===== src/rtl/stopwatch_pkg.sv =====
// Shared types and helpers for the stopwatch button-control slice.
package stopwatch_pkg;

   localparam int STOPWATCH_CLK_HZ = 100_000_000;

   typedef enum logic [1:0] {
      RELEASED     = 2'd0,
      PRESS_WAIT   = 2'd1,
      PRESSED      = 2'd2,
      RELEASE_WAIT = 2'd3
   } btn_state_t;

   function automatic int ms_to_cycles(input int clk_hz, input int ms);
      return clk_hz / 1000 * ms;
   endfunction

endpackage


===== src/rtl/stopwatch_btn_debounce.sv =====
// One button: 2-flop synchronizer, debounce FSM and a press (rise) strobe.
module btn_debounce
   import stopwatch_pkg::*;
#(
   parameter int DB_CYCLES = 4,
   parameter int CNT_W     = 3
) (
   input  logic clk,
   input  logic reset,
   input  logic btn_raw,
   output logic db_level,
   output logic press_strobe
);

   logic [1:0]       sync_q;
   logic             sync;
   btn_state_t       state;
   logic [CNT_W-1:0] cnt;
   logic             db_prev;

   assign sync = sync_q[1];

   // NOTE: asynchronous reset in the sensitivity list; every register here
   // clears the moment reset rises, not at the next clock edge.
   always_ff @(posedge clk or posedge reset) begin
      if (reset) begin
         sync_q <= 2'b00;
      end else begin
         // NOTE: non-blocking so both flops sample the old value on the same edge.
         sync_q <= {sync_q[0], btn_raw};
      end
   end

   // The counter only ever reaches DB_CYCLES-1 before a state change, so it cannot wrap.
   always_ff @(posedge clk or posedge reset) begin
      if (reset) begin
         state <= RELEASED;
         cnt   <= '0;
      end else begin
         case (state)
            RELEASED: if (sync) begin
               state <= PRESS_WAIT;
               cnt   <= '0;
            end
            PRESS_WAIT:
               if (!sync)                             state <= RELEASED;
               else if (cnt == CNT_W'(DB_CYCLES - 1)) state <= PRESSED;
               else                                   cnt   <= cnt + 1'b1;
            PRESSED: if (!sync) begin
               state <= RELEASE_WAIT;
               cnt   <= '0;
            end
            RELEASE_WAIT:
               if (sync)                              state <= PRESSED;
               else if (cnt == CNT_W'(DB_CYCLES - 1)) state <= RELEASED;
               else                                   cnt   <= cnt + 1'b1;
            default: state <= RELEASED;
         endcase
      end
   end

   assign db_level = (state == PRESSED) || (state == RELEASE_WAIT);

   always_ff @(posedge clk or posedge reset) begin
      if (reset) db_prev <= 1'b0;
      else       db_prev <= db_level;
   end

   // Only the 0->1 edge is an event; release and holding produce nothing.
   assign press_strobe = db_level & ~db_prev;

endmodule


===== src/rtl/stopwatch_btn_ctrl.sv =====
// Button conditioning and run/clear control for the stopwatch counter.
// Optional long-press clear on start/stop: define BTN_LONGPRESS_EN.
module stopwatch_btn_ctrl
   import stopwatch_pkg::*;
#(
   parameter int CLK_HZ       = STOPWATCH_CLK_HZ,
   parameter int DEBOUNCE_MS  = 10,
   parameter int LONGPRESS_MS = 1000
) (
   input  logic clk,
   input  logic reset,
   input  logic btn_ss_raw,
   input  logic btn_clr_raw,
   output logic run,
   output logic clr_pulse,
   output logic ss_db,
   output logic clr_db
);

   localparam int DB_CYCLES = ms_to_cycles(CLK_HZ, DEBOUNCE_MS);
   localparam int LP_CYCLES = ms_to_cycles(CLK_HZ, LONGPRESS_MS);
   localparam int CNT_W     =
      $clog2(((DB_CYCLES > LP_CYCLES) ? DB_CYCLES : LP_CYCLES) + 1);

   logic ss_strobe;
   logic clr_strobe;
   logic lp_fire;
   logic clear_req;

   btn_debounce #(.DB_CYCLES(DB_CYCLES), .CNT_W(CNT_W)) u_db_ss (
      .clk          (clk),
      .reset        (reset),
      .btn_raw      (btn_ss_raw),
      .db_level     (ss_db),
      .press_strobe (ss_strobe)
   );

   btn_debounce #(.DB_CYCLES(DB_CYCLES), .CNT_W(CNT_W)) u_db_clr (
      .clk          (clk),
      .reset        (reset),
      .btn_raw      (btn_clr_raw),
      .db_level     (clr_db),
      .press_strobe (clr_strobe)
   );

`ifdef BTN_LONGPRESS_EN
   logic [CNT_W-1:0] hold_cnt;
   logic             lp_fired;

   // hold_cnt equals the number of edges the debounced level has been high, capped at LP_CYCLES.
   assign lp_fire = ss_db && (hold_cnt == CNT_W'(LP_CYCLES)) && !lp_fired;

   always_ff @(posedge clk or posedge reset) begin
      if (reset) begin
         hold_cnt <= '0;
         lp_fired <= 1'b0;
      end else if (!ss_db) begin
         hold_cnt <= '0;
         lp_fired <= 1'b0;
      end else begin
         if (hold_cnt != CNT_W'(LP_CYCLES)) hold_cnt <= hold_cnt + 1'b1;
         if (lp_fire)                       lp_fired <= 1'b1;
      end
   end
`else
   assign lp_fire = 1'b0;
`endif

   assign clear_req = clr_strobe | lp_fire;

   // Clear has priority and swallows a same-cycle start/stop strobe.
   always_ff @(posedge clk or posedge reset) begin
      if (reset) begin
         run       <= 1'b0;
         clr_pulse <= 1'b0;
      end else if (clear_req) begin
         run       <= 1'b0;
         clr_pulse <= 1'b1;
      end else begin
         clr_pulse <= 1'b0;
         if (ss_strobe) run <= ~run;
      end
   end

endmodule


===== config.mk =====
export PLATFORM = sky130hd
export DESIGN_NAME = stopwatch_btn_ctrl
export DESIGN_NICKNAME = d
export VERILOG_FILES = /design/src/rtl/stopwatch_pkg.sv /design/src/rtl/stopwatch_btn_debounce.sv /design/src/rtl/stopwatch_btn_ctrl.sv
export SDC_FILE = /design/constraint.sdc
export NUM_CORES = 1
export LEC_CHECK = 0
export ABC_CLOCK_PERIOD_IN_PS = 5240
export CAP_MARGIN = 20
export CORE_ASPECT_RATIO = 1.4
export CORE_MARGIN = 2
export CORE_UTILIZATION = 29
export CTS_CLUSTER_SIZE = 14
export DETAILED_ROUTE_END_ITERATION = 12
export SYNTH_ARGS = -nofsm -noshare
export SYNTH_HDL_FRONTEND = slang
export SYNTH_SLANG_ARGS = --single-unit

===== constraint.sdc =====
create_clock -name clk -period 5.24 [get_ports clk]
set_input_delay 0.786 -clock clk [delete_from_list [all_inputs] [get_ports clk]]
set_output_delay 0.786 -clock clk [all_outputs]
set_load 0.1 [all_outputs]

==> out/summary.txt, run 1 <==
Status - finished, final reports clean
Layout cells sized above 1 - 0.110
Minimum clock period - 2.75 ns
Antenna violations before repair - 0
Fraction of registers with async set/reset - 1.00
Post-DRT Antenna Nets - 0
Seq cells post-synth - 66
Gpl congestion - 0.786
Row Count - 48
Worst-path clk slew - 0.05 ns
First-pass GRT wire length - 14000 µm
Final hold viol count - 0
Syn Inst Count - 387
CP startpoint kind - register
Synth Flop Type - dfrtp_1
Drt first pass iters - 5
Hold Path Sink - u_db_clr.sync_q[1]$_DFF_PP0_
Max IR drop VDD - 0.133 mV
GR Util met3 - 0.0312
Top cells by area, synth - dfrtp_1 45%, nand2_1 5.5%, nand3_1 4.4%
Total Neg Setup Slack - 0 ns
Synth top area share - 0.453
Worst-Skew Late Latency - 0.33 ns
Leading area contributor after synthesis - dfrtp_1
Worst setup EP type - primary output
Syn-to-layout area delta - 12.1%
Core area - 12300 µm²
Initial Util - 0.296
R2R Setup Slk - 2.98 ns
Initial DRC count - 212
Final Non-Filler Cells - 542
Vias - 2922
Hold crit path type - register to register
# diodes - 0
Synthesized area - 3650 µm²
RR Endpoint - u_db_ss.cnt[0]$_DFFE_PP0P_
RSZ-0062 raised after global routing - false
CTS Sinks - 66
Area after DPL - 3830 µm²
CP max stage delay - 1.18 ns
Netlist cell types - 56
Syn_nets - 393
Htree depth - 3
Crit-path cells - clkdlybuf4s50_1
Gr ovfl total - 0
Worst-margin pin slew - 0.968 ns
Critical path peak fanout - 6
I/O pin cnt - 8
Fin util - 0.332
Post-DP HPWL - 5390 µm
Worst clock skew - 0.00820 ns
Most frequent cells in the layout - 66 x dfrtp_1, 53 x nand2_1, 32 x nand3_1
Slew HR - 0.352
GR peak layer - met2
Avg Inst Size Synth - 9.43 µm²
Critical Path RT - 4.45 ns
Met1 Use GR - 0.154
Kind of critical path - register to primary output
Average wire per standard cell - 14.4 µm
Post-CTS sizing - 0
Met2 usage - 0.217
CP arrival - 1.96 ns
Worst r2r src - u_db_ss.cnt[0]$_DFFE_PP0P_
CTS tree - yes
CTS Buffer Depth - 2
# DRC - 0
Sequential share of the synthesized area - 0.453
Number of buffer and inverter stages on the critical path - 1
Power Total - 0.00114 W
Final WL - 7790 µm
HP Start - u_db_clr.sync_q[0]$_DFF_PP0_
PwrDens - 278 nW/µm²
Synth warnings - 0
CP max stage cell - clkdlybuf4s50_1
Total GRT Usage - 0.128
Final Cell Area - 4090 µm²
Period Utilization, post-route - 0.524
Fmax - 364 MHz
Die Y - 137 µm
Nets - 395
Worst path top cell family by delay - buffers and inverters
Static Leakage - 1.71 nW
Hold Path Stages - 0
Clock root buffer - clkbuf_16
Largest net degree at the start of global routing - 44
EDFF count, synth - 0
Vias in the first global route - 2838
CTS Buf Count - 9
Placed cell count - 528
Post-CTS Hold Fix Bufs - 0
Setup bufs post-CTS - 0
Count of final setup violators - 0
Max-cap violation count - 0
Port bufs - 7
Commonest non-fill, non-tap cell in the layout - dfrtp_1
Die area - 13500 µm²
Die X - 98.8 µm
Vias per cell - 5.39
Reg2Reg Depth - 6
Max Transition Viols Final - 0
synth_stat cells (4+ instances only):
cell type	number
xor2_1	12
a22o_1	5
nand4_1	15
a21o_1	4
or4_1	7
o211ai_1	9
o31ai_1	5
and3_1	8
nor3_1	7
mux2i_1	7
and4_1	7
nor4_1	6
nor2_1	25
a21oi_1	5
clkbuf_1	10
or3_1	5
o21ai_0	18
dfrtp_1	66
buf_2	5
nand2_1	53
inv_1	9
nand3_1	32
a31oi_1	12
xnor2_1	4
logic make-up after synthesis:
kind of cell / Yosys count / synth area share
AO/OA/AOI/OAI: 72 / 0.136
buffers and inverters: 29 / 0.0377
XOR/XNOR: 17 / 0.0429
AND/OR/NAND/NOR: 191 / 0.295
flip-flops: 66 / 0.453
multiplexers: 10 / 0.0285
adder cells (fa/ha/maj): 2 / 0.00686
sequential cells by signal, indices dropped and copies added (netlist names), named ones only:
register	cells
u_db_ss.state	1
u_db_clr.state	1
u_db_ss.db_prev	1
run	1
u_db_clr.cnt	27
u_db_clr.db_prev	1
u_db_ss.cnt	27
clr_pulse	1
u_db_ss.sync_q	2
u_db_clr.sync_q	2
layout make-up:
| type | instances | area [µm²] |
|---|---|---|
| clock inverter | 3 | 17.5 |
| clock buffer | 11 | 243 |
| fill | 1215 | 8220 |
| multi-input combinational | 292 | 1860 |
| timing repair buffer | 10 | 92.6 |
| tap | 150 | 188 |
| inverter | 10 | 37.5 |
| sequential | 66 | 1650 |
how the worst max path moves through the flow:
stage / to / slack, ns / cells after the start
2_1_floorplan: asynchronous set/reset pin / 2.80 / 1
3_3_place_gp: clr_db / 2.85 / 1
3_5_place_dp: clr_db / 2.83 / 1
4_1_cts: clr_db / 2.47 / 1
5_1_grt: clr_db / 2.41 / 1
6_report: clr_db / 2.49 / 1
per-layer routing:
metal | vias to the layer above | wire length (µm)
li1 | 1433 | -
met1 | 1443 | 3460
met2 | 38 | 4010
met3 | 8 | 196
met4 | 0 | 121
met5 | - | 0
per-stage QoR:
step | setup WS [ns] | hold slack (ns)
after detailed placement | 2.83 | 0.343
after global placement | 2.85 | 0.336
after global routing | 2.41 | 0.352
after CTS | 2.47 | 0.345
final | 2.49 | 0.346
after floorplan | 2.80 | 0.331
report_power, final:
part	leakage [nW]	switching [W]	internal [W]
registers	0.903	0.0000235	0.000524
logic	0.679	0.0000373	0.0000197
clock network	0.127	0.000206	0.000325
(Power assumes the default switching activity.)
==> run 2, diff against run 1 <==
--- a/config.mk
+++ b/config.mk
@@ -5,7 +5,7 @@
 export SDC_FILE = /design/constraint.sdc
 export NUM_CORES = 1
 export LEC_CHECK = 0
-export ABC_CLOCK_PERIOD_IN_PS = 5240
+export ABC_CLOCK_PERIOD_IN_PS = 2800
 export CAP_MARGIN = 20
 export CORE_ASPECT_RATIO = 1.4
 export CORE_MARGIN = 2
==> constraint.sdc (replaced) <==
create_clock -name clk -period 2.8 [get_ports clk]
set_input_delay 0.42 -clock clk [delete_from_list [all_inputs] [get_ports clk]]
set_output_delay 0.42 -clock clk [all_outputs]
set_load 0.1 [all_outputs]
==> run 2 against run 1 <==
  * Global-route usage decreased by 0.22 points
  * Final cell count rose by 1.1%
  * Wire length shrank 0.71%
  * Count of clock-buffer cells in the layout grew 1
  * Register-to-register slack got worse by 2.3 ns
  * Setup slack worse by 1.9 ns
  * Via count up 0.86%
  * Sequential share of layout area shrank 0.52 points
  * Largest power group is now clock
  * Final area grew 1.3%
  * Sequential power rose by 86%
==> out/summary.txt, run 2 (synthesis gave the netlist of run 1 again) <==
Period Utilization, post-route - 0.775
Kind of critical path - register to register
Initial DRC count - 238 (+12%)
Status - finished, final reports clean
Drt first pass iters - 4 (-1)
Syn-to-layout area delta - 13.5%
CTS tree - yes
Final WL - 7740 µm (-0.71%)
Flop pwr share - 0.467 (-0.015)
Final hold viol count - 0 (unchanged)
Sw Ratio - 0.230 (-0.00478)
Gpl congestion - 0.819 (+4.2%)
Die area - 13500 µm² (unchanged)
CP startpoint kind - register
Static Leakage - 1.76 nW (+2.8%)
# DRC - 0 (unchanged)
Worst setup EP type - register
Gr ovfl total - 0 (unchanged)
Largest net degree at the start of global routing - 35 (-20%)
I/O pin cnt - 8 (unchanged)
Post-CTS sizing - 0 (unchanged)
Row Count - 48 (unchanged)
Fmax - 461 MHz
Post-DP HPWL - 5380 µm (-0.13%)
First-pass GRT wire length - 13700 µm (-2.2%)
PwrDens - 526 nW/µm² (+90%)
# diodes - 0 (unchanged)
Vias - 2947 (+0.86%)
CTS Buf Count - 9 (unchanged)
Hold crit path type - register to register
Antenna violations before repair - 0 (unchanged)
Fin util - 0.337 (+0.00437)
Critical Path RT - 3.02 ns (-1.43 ns)
Clock root buffer - clkbuf_16
RSZ-0062 raised after global routing - false
Logic pwr share - 0.052 (+0.002)
Slew HR - 0.477 (+0.125)
Worst-Skew Late Latency - 0.33 ns (about the same)
Max-cap violation count - 0 (unchanged)
Total GRT Usage - 0.126 (-0.00217)
Total Neg Setup Slack - 0 ns (unchanged)
Core area - 12300 µm² (unchanged)
CTS Sinks - 66 (unchanged)
Fillers - 1220 (+0.41%)
Clock group share of total power - 0.480 (+0.012)
Max Transition Viols Final - 0 (unchanged)
Critical path peak fanout - 10 (+4)
CTS Buffer Depth - 2 (unchanged)
Vias per cell - 5.38 (-0.25%)
Post-CTS Hold Fix Bufs - 0 (unchanged)
Die Y - 137 µm (unchanged)
Max IR drop VDD - 0.237 mV (+78%)
Commonest non-fill, non-tap cell in the layout - dfrtp_1
Worst-margin pin slew - 0.782 ns (-0.187 ns)
Port bufs - 7 (unchanged)
Layout cells sized above 1 - 0.136 (+0.0260)
Pint - 0.00168 W (+93%)
Vias in the first global route - 2892 (+1.9%)
Nets - 401 (+1.5%)
Biggest regs - u_db_clr.cnt: 27 flops, u_db_ss.cnt: 27 flops
Multi-input gate area - 1860 µm² (unchanged)
Storage cell area - 1650 µm² (unchanged)
Minimum clock period - 2.17 ns
Htree depth - 3 (unchanged)
Worst-path clk slew - 0.05 ns (about the same)
Most frequent cells in the layout - 66 x dfrtp_1, 53 x nand2_1, 32 x nand3_1
Worst clock skew - 0.00754 ns (-0.000669 ns)
Post-DRT Antenna Nets - 0 (unchanged)
Average wire per standard cell - 14.1 µm (-1.8%)
Die X - 98.8 µm (unchanged)
CP arrival - 2.39 ns (+0.43 ns)
Net load switching power - 0.000502 W (+88%)
Count of final setup violators - 0 (unchanged)
Setup bufs post-CTS - 0 (unchanged)
Initial Util - 0.296 (unchanged)
## run 2: cell count changes in the layout (fill, tap and decap cells not counted)
cell,before,now
clkbuf_1,1,0
buf_4,3,13
clkinv_2,2,1
clkbuf_8,1,3
clkdlybuf4s50_1,7,3
## run 2: final timing paths
| path | start | slack [ns] | depth (start not counted) | to |
|---|---|---|---|---|
| min in group asynchronous | reset | 0.53 | 2 | u_db_ss.cnt[25]$_DFFE_PP0P_ |
| setup reg to reg | u_db_ss.cnt[0]$_DFFE_PP0P_ | 0.63 | 7 | u_db_ss.cnt[0]$_DFFE_PP0P_ |
| setup / recovery | u_db_ss.cnt[0]$_DFFE_PP0P_ | 0.63 | 7 | u_db_ss.cnt[0]$_DFFE_PP0P_ |
| hold / removal | u_db_ss.sync_q[0]$_DFF_PP0_ | 0.35 | 0 | u_db_ss.sync_q[1]$_DFF_PP0_ |
| max in group asynchronous | reset | 1.54 | 3 | clr_pulse$_DFF_PP0_ |
| hold reg to reg | u_db_ss.sync_q[0]$_DFF_PP0_ | 0.35 | 0 | u_db_ss.sync_q[1]$_DFF_PP0_ |
## run 2: power groups by stage
stage | combinational, W | sequential (W) | clock (W)
CTS | 0.000118 | 0.00102 | 0.00108
finish | 0.000114 | 0.00102 | 0.00105
floorplan | 0.0000881 | 0.00102 | 0
global route | 0.000132 | 0.00102 | 0.00113
global placement | 0.000114 | 0.00103 | 0
detailed placement | 0.000117 | 0.00103 | 0
## run 2: area by class of cell
type | instances | share of cell area
repair buffers | 16 | 0.0308
multi-input cells | 292 | 0.449
clock buffers | 12 | 0.0643
flip-flops and latches | 66 | 0.399
well taps | 150 | 0.0453
clock inverters | 2 | 0.00302
inverters | 10 | 0.00906
## run 2: worst max-delay path, stage by stage (launching register included)
cell	delay (ns)
dfrtp_1	0.45
ha_1	0.25
nand3_2	0.11
or3_1	0.42
nor3_4	0.12
buf_4	0.19
mux2_2	0.34
a22o_1	0.17
## run 2: stage by stage
step / hold slack (ns) / total power [W] / instance area, µm² / setup WS [ns] / std cells
2_1_floorplan: 0.331 / 0.00111 / 3650 / 0.725 / 387
6_report: 0.347 / 0.00218 / 4140 / 0.630 / 548
4_1_cts: 0.350 / 0.00221 / 4140 / 0.634 / 548
3_3_place_gp: 0.334 / 0.00115 / 3860 / 0.713 / 534
3_5_place_dp: 0.337 / 0.00115 / 3860 / 0.649 / 534
5_1_grt: 0.367 / 0.00228 / 4140 / 0.498 / 548
## run 2: layer usage
metal	vias to the layer above	wire, µm	GRT usage
met1	1457	3500	0.147
met5	-	0	0
met3	11	173	0.0342
li1	1447	-	-
met4	0	106	0.0594
met2	32	3960	0.213
==> run 3, diff against run 2 <==
--- a/config.mk
+++ b/config.mk
@@ -5,7 +5,7 @@
 export SDC_FILE = /design/constraint.sdc
 export NUM_CORES = 1
 export LEC_CHECK = 0
-export ABC_CLOCK_PERIOD_IN_PS = 2800
+export ABC_CLOCK_PERIOD_IN_PS = 2300
 export CAP_MARGIN = 20
 export CORE_ASPECT_RATIO = 1.4
 export CORE_MARGIN = 2
==> constraint.sdc (replaced) <==
create_clock -name clk -period 2.3 [get_ports clk]
set_input_delay 0.345 -clock clk [delete_from_list [all_inputs] [get_ports clk]]
set_output_delay 0.345 -clock clk [all_outputs]
set_load 0.1 [all_outputs]
==> run 3 against run 2 <==
  * Worst hold slack got worse by 0.074 ns
  * Total power increased by 33%
  * Clock power increased by 43%
  * Utilization increased by 0.82 points
  * Sequential power increased by 22%
  * Non-clock buffer count increased by 5
  * Combinational power increased by 30%
  * Maximum frequency increased by 0.41%
  * Final area increased by 2.4%
  * Wire length increased by 4.3%
  * Sequential share of layout area decreased by 0.95 points
  * Critical path type unchanged
  * Largest cell class unchanged
  * Largest power group unchanged
  * Highest routed layer unchanged
==> out/summary.txt, run 3 (synthesis gave the netlist of run 1 again) <==
Slew HR - 0.446 (-0.0309)
Static Leakage - 1.81 nW (+3.2%)
Status - finished, final reports clean
Final Non-Filler Cells - 555 (+1.3%)
Die Y - 137 µm (unchanged)
Gr ovfl total - 0 (unchanged)
Post-CTS Hold Fix Bufs - 0 (unchanged)
Worst-margin pin slew - 0.828 ns (+0.0461 ns)
Worst setup EP type - register
Post-DP HPWL - 5630 µm (+4.7%)
CP startpoint kind - register
Total GRT Usage - 0.126 (+0.000699)
Final WL - 8070 µm (+4.3%)
Syn-to-layout area delta - 16.3%
Final WS setup - 0.139 ns (-0.491 ns)
Crit-path cells - ha_1 -> nand3_2 -> or3_1 -> nor3_4 -> mux2_2 -> a22o_1
Die area - 13500 µm² (unchanged)
CTS Sinks - 66 (unchanged)
Total Neg Setup Slack - 0 ns (unchanged)
Max Transition Viols Final - 0 (unchanged)
Fmax - 463 MHz (+0.41%)
CTS Buffer Depth - 2 (unchanged)
Worst-Skew Late Latency - 0.34 ns (about the same)
Initial DRC count - 165 (-31%)
Die X - 98.8 µm (unchanged)
Vias per cell - 5.37 (-0.22%)
Pre-CTS WS - 0.153 ns (-0.495 ns)
Kind of critical path - register to register
Commonest non-fill, non-tap cell in the layout - dfrtp_1
Row Count - 48 (unchanged)
Placed cell count - 539 (+0.94%)
Setup bufs post-CTS - 0 (unchanged)
Drt first pass iters - 4 (unchanged)
I/O pin cnt - 8 (unchanged)
Hold crit path type - input pin to asynchronous set/reset pin
Number of buffer and inverter stages on the critical path - 0 (-1)
Largest net degree at the start of global routing - 56 (+60%)
PwrDens - 681 nW/µm² (+29%)
Average wire per standard cell - 14.5 µm (+2.9%)
Initial Util - 0.296 (unchanged)
GR Util met3 - 0.0306 (-0.00358)
Post-DRT Antenna Nets - 0 (unchanged)
Port bufs - 7 (unchanged)
# diodes - 0 (unchanged)
CTS tree - yes
Critical path peak fanout - 7 (-3)
Htree depth - 3 (unchanged)
First-pass GRT wire length - 13900 µm (+1.0%)
CP arrival - 2.38 ns (about the same)
Layout cells sized above 1 - 0.148 (+0.0125)
Max IR drop VDD - 0.259 mV (+9.2%)
Biggest regs - u_db_clr.cnt: 27 flops, u_db_ss.cnt: 27 flops
Core area - 12300 µm² (unchanged)
Met1 Use GR - 0.149 (+0.00116)
Clock root buffer - clkbuf_16
Antenna violations before repair - 0 (unchanged)
Period Utilization, post-route - 0.940 (+0.165)
CTS Buf Count - 9 (unchanged)
Fin util - 0.345 (+0.00823)
RSZ-0062 raised after global routing - false
Nets - 406 (+1.2%)
CP max stage delay - 0.45 ns (about the same)
Count of final setup violators - 0 (unchanged)
Vias - 2978 (+1.1%)
Gpl congestion - 0.831 (+1.5%)
Minimum clock period - 2.16 ns (-0.00896 ns)
Worst-path clk slew - 0.05 ns (about the same)
Max-cap violation count - 0 (unchanged)
GR peak layer - met2
Critical Path RT - 2.52 ns (-0.50 ns)
Met2 usage - 0.225 (+0.0124)
Most frequent cells in the layout - 66 x dfrtp_1, 53 x nand2_1, 32 x nand3_1
Post-CTS sizing - 0 (unchanged)
CP max stage cell - dfrtp_1
# DRC - 0 (unchanged)
Final hold viol count - 0 (unchanged)
Worst path top cell family by delay - simple AND/OR/NAND/NOR gates
Vias in the first global route - 2897 (+0.17%)
Worst clock skew - 0.00591 ns (-0.00163 ns)
-- run 3: routing by layer --
metal / vias to the layer above / wire, µm
met5: - / 0
met4: 0 / 130
met3: 9 / 262
met2: 42 / 4100
met1: 1467 / 3580
li1: 1460 / -
-- run 3: cell type report --
cell class,instances,area (µm²)
inverters,10,37.5
repair buffers,21,178
fillers,1208,8070
clock buffers,12,256
well taps,150,188
multi-input cells,292,1860
clock inverters,4,73.8
flip-flops and latches,66,1650
-- run 3: worst paths after layout --
| check | start | to | slack, ns | depth (start not counted) |
|---|---|---|---|---|
| hold / removal | reset | u_db_ss.cnt[24]$_DFFE_PP0P_ | 0.27 | 2 |
| hold reg to reg | u_db_ss.sync_q[0]$_DFF_PP0_ | u_db_ss.sync_q[1]$_DFF_PP0_ | 0.35 | 0 |
| setup / recovery | u_db_ss.cnt[0]$_DFFE_PP0P_ | u_db_ss.cnt[0]$_DFFE_PP0P_ | 0.14 | 6 |
| max in group asynchronous | reset | u_db_ss.state[0]$_DFFE_PP0P_ | 1.43 | 3 |
| setup reg to reg | u_db_ss.cnt[0]$_DFFE_PP0P_ | u_db_ss.cnt[0]$_DFFE_PP0P_ | 0.14 | 6 |
| min in group clk | u_db_ss.sync_q[0]$_DFF_PP0_ | u_db_ss.sync_q[1]$_DFF_PP0_ | 0.35 | 0 |
-- run 3: report_power, final --
part	total [W]	internal (W)	switching [W]
logic	0.000148	0.0000529	0.0000949
clock network	0.00150	0.00101	0.000495
registers	0.00124	0.00119	0.0000493
-- run 3: metrics by stage --
stage          total power (W)  hold slack [ns]  area, µm²
6_report               0.00289            0.273       4250
3_5_place_dp           0.00141            0.340       3920
3_3_place_gp           0.00140            0.335       3920
5_1_grt                0.00300            0.321       4250
4_1_cts                0.00293            0.285       4250
2_1_floorplan          0.00135            0.331       3650
-- run 3: worst register-to-register path, cell delays in order, from the launching register on --
cell and delay [ns]:
dfrtp_1 0.45, ha_1 0.25, nand3_2 0.11, or3_1 0.43
nor3_4 0.26, mux2_2 0.37, a22o_1 0.18
